### src/rtl/vga_timing_pkg.sv
// Shared VGA timing definitions: region encodings and 640x480@60 axis constants.
package vga_timing_pkg;

  typedef enum logic [1:0] {
    REGION_ACTIVE = 2'd0,
    REGION_FRONT  = 2'd1,
    REGION_SYNC   = 2'd2,
    REGION_BACK   = 2'd3
  } region_t;

  localparam int H_ACTIVE_LEN = 640;
  localparam int H_FRONT_LEN  = 16;
  localparam int H_SYNC_LEN   = 96;
  localparam int H_BACK_LEN   = 48;

  localparam int V_ACTIVE_LEN = 480;
  localparam int V_FRONT_LEN  = 10;
  localparam int V_SYNC_LEN   = 2;
  localparam int V_BACK_LEN   = 33;

endpackage

### src/rtl/sync_timing_generator.sv
// Single-axis VGA timing generator: position counter, region FSM and registered
// sync/active/blank decode, with a combinational cascade tick for the next axis.
module sync_timing_generator
  import vga_timing_pkg::*;
#(
  parameter int ACTIVE_LEN       = 480,
  parameter int FRONT_LEN        = 10,
  parameter int SYNC_LEN         = 2,
  parameter int BACK_LEN         = 33,
  parameter bit SYNC_ACTIVE_HIGH = 1'b0,
  parameter int COUNTER_SIZE     = 11
) (
  input  logic                    control_clock,
  input  logic                    reset_n,
  input  logic                    enable,
  input  logic                    resync,
  output logic                    sync,
  output logic                    active,
  output logic                    blank,
  output logic [COUNTER_SIZE-1:0] position,
  output logic [1:0]              region,
  output logic                    wrap_tick
);

  localparam int TOTAL = ACTIVE_LEN + FRONT_LEN + SYNC_LEN + BACK_LEN;

  generate
    if (TOTAL > (2 ** COUNTER_SIZE)) begin : g_size_check
      $error("sync_timing_generator: period does not fit in COUNTER_SIZE bits");
    end
  endgenerate

  // Last position of each region, held at counter width.
  localparam logic [COUNTER_SIZE-1:0] ACTIVE_END = COUNTER_SIZE'(ACTIVE_LEN - 1);
  localparam logic [COUNTER_SIZE-1:0] FRONT_END  = COUNTER_SIZE'(ACTIVE_LEN + FRONT_LEN - 1);
  localparam logic [COUNTER_SIZE-1:0] SYNC_END   = COUNTER_SIZE'(ACTIVE_LEN + FRONT_LEN + SYNC_LEN - 1);
  localparam logic [COUNTER_SIZE-1:0] LAST_POS   = COUNTER_SIZE'(TOTAL - 1);
  localparam logic                    SYNC_ON    = SYNC_ACTIVE_HIGH;

  region_t                   region_q;
  region_t                   region_d;
  logic [COUNTER_SIZE-1:0]   pos_d;
  logic                      at_last;

  assign at_last   = (position == LAST_POS);
  assign wrap_tick = enable & ~resync & at_last;
  assign region    = region_q;

  always_comb begin
    pos_d    = position;
    region_d = region_q;
    if (resync) begin
      pos_d    = '0;
      region_d = REGION_ACTIVE;
    end else if (enable) begin
      pos_d = at_last ? '0 : position + 1'b1;
      case (region_q)
        REGION_ACTIVE: if (position == ACTIVE_END) region_d = REGION_FRONT;
        REGION_FRONT:  if (position == FRONT_END)  region_d = REGION_SYNC;
        REGION_SYNC:   if (position == SYNC_END)   region_d = REGION_BACK;
        REGION_BACK:   if (at_last)                region_d = REGION_ACTIVE;
        default:                                   region_d = REGION_ACTIVE;
      endcase
    end
  end

  // Flags decode from the next state so they move on the same edge as position.
  always_ff @(posedge control_clock) begin
    if (!reset_n) begin
      position <= '0;
      region_q <= REGION_ACTIVE;
      active   <= 1'b1;
      blank    <= 1'b0;
      sync     <= ~SYNC_ON;
    end else begin
      position <= pos_d;
      region_q <= region_d;
      active   <= (region_d == REGION_ACTIVE);
      blank    <= (region_d != REGION_ACTIVE);
      sync     <= (region_d == REGION_SYNC) ? SYNC_ON : ~SYNC_ON;
    end
  end

endmodule

### config.mk
export PLATFORM = sky130hd
export DESIGN_NAME = sync_timing_generator
export DESIGN_NICKNAME = d
export VERILOG_FILES = /design/src/rtl/vga_timing_pkg.sv /design/src/rtl/sync_timing_generator.sv
export SDC_FILE = /design/constraint.sdc
export NUM_CORES = 1
export LEC_CHECK = 0
export ABC_CLOCK_PERIOD_IN_PS = 5000
export CORE_MARGIN = 8
export CORE_UTILIZATION = 34
export CTS_CLUSTER_DIAMETER = 40
export DETAILED_ROUTE_END_ITERATION = 16
export DONT_BUFFER_PORTS = 1
export SYNTH_ARGS = -nofsm -noshare
export SYNTH_HDL_FRONTEND = slang
export SYNTH_SLANG_ARGS = --single-unit
### constraint.sdc
create_clock -name control_clock -period 5 [get_ports control_clock]
set_clock_uncertainty 0.15 [all_clocks]
set_input_delay 1 -clock control_clock [delete_from_list [all_inputs] [get_ports control_clock]]
set_output_delay 1 -clock control_clock [all_outputs]
set_load 0.02 [all_outputs]
* Word level (Yosys, flattened, before mapping) *
Index checks and enable logic that the tools add are counted.

operators by class
  add/subtract/negate cells = 1
  reductions and logical operators = 4
  mux-type cells = 9
  bitwise gates (word level) = 4
  equal/unequal tests = 8

operator list
  operator                                                            number
  11-bit by 9-bit == test with 1-bit output (second input constant)   3
  2-bit 2-to-1 mux                                                    6
  11-bit by 1-bit adder with 11-bit output (second input constant)    1
  11-bit by 10-bit == test with 1-bit output (second input constant)  1
  11-bit 2-to-1 mux                                                   1
  2-bit one-hot mux with 4 select lines                               1
  2-bit == test (second input constant)                               3
  2-bit zero test                                                     2
  1-bit bitwise AND                                                   2
  2-bit by 1-bit == test with 1-bit output (second input constant)    1
  1-bit inverter                                                      2
  2-bit nonzero test                                                  1
  2-bit OR reduction                                                  1
  1-bit 2-to-1 mux                                                    1

word-level totals
  output and inout port bits = 17
  register bits = 16

* Longest topological paths before layout *
  depth in word-level cells = 7
  mapped depth = 7
  gate-level depth less buffers = 6

* Least setup slack after synthesis *
No wires, ideal clock.

  path type = in2out
  start = input enable
  end = output wrap_tick
  arrival time = 1733 ps
  setup slack = 2117 ps
  buffers on the path = 1
  required time = 3850 ps
  cell stages on the path = 4
  cells stage by stage = buf_4 -> and3_1 -> nand3_1 -> nor2_1

on the way
  longest elaborated chain between the ends = 2

RTL lines
  item                             line                         text
  start, declared                  sync_timing_generator.sv:15  input logic enable,
  1-bit bitwise AND (2 in series)  sync_timing_generator.sv:46  assign wrap_tick = enable & ~resync & at_last;
  end, declared                    sync_timing_generator.sv:22  output logic wrap_tick

Every way passes these cells.

* Worst setup path after layout *
  start = register position[0]
  end = output wrap_tick

on the way
  longest elaborated chain between the ends = 2

RTL lines
  item                                        line                         text
  start, declared                             sync_timing_generator.sv:20  output logic [COUNTER_SIZE-1:0] position,
  start signal, assigned                      sync_timing_generator.sv:76  position <= pos_d;
  11-bit by 10-bit == test with 1-bit output  sync_timing_generator.sv:45  assign at_last = (position == LAST_POS);
  1-bit bitwise AND                           sync_timing_generator.sv:46

Every way passes these cells.

==> results.json <==
{
  "status": "completed",
  "min_from": "region[1]$_SDFF_PN0_",
  "dieHeight_um": 64.38,
  "endpoint_kind": "output port",
  "multi_input_area_um2": 440.4,
  "ys_warn_count": 0,
  "drv_slew": 0,
  "grt_max_degree": 12,
  "postSynthCellCount": 91,
  "setup_viol_count_final": 0,
  "ys_seq_area_frac": 0.4025,
  "dpl.hpwl_um": 1384,
  "insertion_delay_ns": 0.29,
  "grt_usage": 0.09505,
  "cap_violations": 0,
  "viasPerCell": 5.325,
  "whs_ns": 0.5402,
  "min_period_ns": 2.977,
  "regArea_um2": 320.3,
  "nets": 100,
  "avgSynthCellArea_um2": 8.745,
  "netlist_area_um2": 795.8,
  "rsz0062_at_grt": "no",
  "fin_tns_setup_ns": 0,
  "cts_max_level": 1,
  "antenna_found_initial": 0,
  "antenna_left": 0,
  "holdPathStages": 2,
  "vias": 639,
  "gp_congestion": 0.7374,
  "drt_iter0_drc": 27,
  "clk_pin_slew_ns": 0.10,
  "start_util": 0.3597,
  "ys_types": 30,
  "ff2ff_setup_slack_ns": 3.01,
  "drt_pass1_iterations": 4,
  "p_leak_nw": 0.2534,
  "root_buffer": "clkbuf_4",
  "cts_tree": "built",
  "postCtsHoldBufs": 0,
  "hold_path_class": "reg2reg",
  "reg2reg_depth": 4,
  "cts_num_sinks": 16,
  "post-cts-setup-buffers": 0,
  "diodes": 0,
  "holdPathEnd": "region[1]$_SDFF_PN0_",
  "maxSlewHeadroom": 0.6702,
  "finalPower_mw": 0.2241,
  "cp_max_fo": 8,
  "layout_common_cells": "nor2_1 (16), dfxtp_1 (16), nand2_1 (7)",
  "cts_buffers": 3,
  "ir_worst_vdd_v": 0.0001355,
  "die_x_um": 64.38,
  "cts.path.max_buffers": 2,
  "grt_pass1_wl_um": 3098,
  "drt-total-wl_um": 1819,
  "gr-total-overflow": 0,
  "nFillCells": 253,
  "drive_gt1_frac": 0.06522,
  "ctsResizeCount": 0,
  "crit_required_ns": 3.85,
  "ys_ff_latch": 16,
  "grt_pass1_vias": 641,
  "syn-num-nets": 98,
  "hold_viol": 0,
  "core-area_um2": 2212,
  "io_buffer_count": 0,
  "fmax_ghz": 0.3359,
  "area_growth_pct": 5.975,
  "reg2reg_from": "position[0]$_SDFFE_PP0P_",
  "cellPowerDensity_nw_per_um2": 265.7,
  "remaining_drc_errors": 0,
  "finalCritPeriodShare": 0.5955,
  "post_drt_wl_per_cell_um": 15.16,
  "dieArea_um2": 4145,
  "startpoint_type": "flip-flop",
  "critPathArrivalTime_ns": 1.83,
  "worstSetupPathType": "reg2out",
  "rows": 17,
  "worst_pin_slew_ns": 0.4940,
  "io_pins": 21,
  "regToRegEndpoint": "active$_SDFF_PN1_"
}
## synth_stat cells
cell       instances  area [µm²]
nor3_1             5       25.02
o221ai_1           1       8.760
nor4_2             1       12.51
ha_1               3       37.54
nor2b_1            1       6.260
or3b_1             1       8.760
buf_4              1       7.510
o21a_1             1       7.510
a21o_1             1       7.510
and3_1             1       6.260
nor4bb_1           1       10.01
buf_6              1       11.26
nand4_1            3       18.77
nor4_1             2       12.51
or4_1              1       7.510
xnor2_1            6       52.55
nand4bb_2          1       16.27
a21oi_1            2       10.01
inv_1              3       11.26
dfxtp_1           16       320.3
xor2_1             4       35.03
nand2b_1           1       6.260
nand2_1            7       26.28
nand3b_1           1       7.510
nand3_1            5       25.02
nor2_1            16       60.06
and2b_1            1       7.510
o21ai_1            1       5.000
mux2i_1            2       20.02
buf_2              1       5.000
## cell type report
cell class / instances / share of cell area
multi-input cells: 69 / 0.5223
flip-flops and latches: 16 / 0.3798
clock buffers: 4 / 0.04303
well taps: 28 / 0.04154
inverters: 3 / 0.01335
## worst max path at each step
stage	cells past startpoint	slack, ns	startpoint	to
2_1_floorplan	4	2.12	enable	wrap_tick
3_3_place_gp	3	2.19	enable	wrap_tick
3_5_place_dp	3	2.16	enable	wrap_tick
4_1_cts	5	2.01	position[0]$_SDFFE_PP0P_	wrap_tick
5_1_grt	5	1.82	position[1]$_SDFFE_PP0P_	wrap_tick
6_report	5	2.02	position[0]$_SDFFE_PP0P_	wrap_tick
## cells by family after synthesis
family          count (synthesis)  share of synthesized area
mux                             2                    0.02516
simple gates                   48                     0.3224
buf+inv                         6                    0.04402
flops                          16                     0.4025
compound gates                  6                    0.04875
fa+ha+maj                       3                    0.04717
xor+xnor                       10                     0.1101
## power by group
part           switching, mW  leakage (nW)  internal [mW]
Clock                 0.0439        0.0210         0.0444
Sequential           0.00221         0.129          0.128
Combinational        0.00319         0.103        0.00243
Total                 0.0493         0.253          0.175
## routing by layer
metal	wire length, µm	GRT usage
met5	0	0
met4	31	0.03270
met3	230	0.07143
met2	800	0.1429
met1	756	0.1006
## flip-flops by register name (all words and copies together) (netlist names)
| register | flops |
|---|---|
| blank | 1 |
| position | 11 |
| sync | 1 |
| region | 2 |
| active | 1 |
## per-stage QoR
| step | utilization | std cells | setup WS [ns] | instance area (µm²) |
|---|---|---|---|---|
| 6_report | 0.3812 | 120 | 2.023 | 843.3 |
| 5_1_grt | 0.3812 | 120 | 1.818 | 843.3 |
| 4_1_cts | 0.3812 | 120 | 2.010 | 843.3 |
| 3_5_place_dp | 0.3648 | 116 | 2.162 | 807.0 |
| 3_3_place_gp | 0.3648 | 116 | 2.187 | 807.0 |
| 2_1_floorplan | - | 91 | 2.117 | 795.8 |
## critical path, cell delays in order (launching register included)
cell	delay [ns]
dfxtp_1	0.48
inv_1	0.12
ha_1	0.14
nor4bb_1	0.23
nand3_1	0.21
nor2_1	0.37
Power figures use the tool's default switching activity.
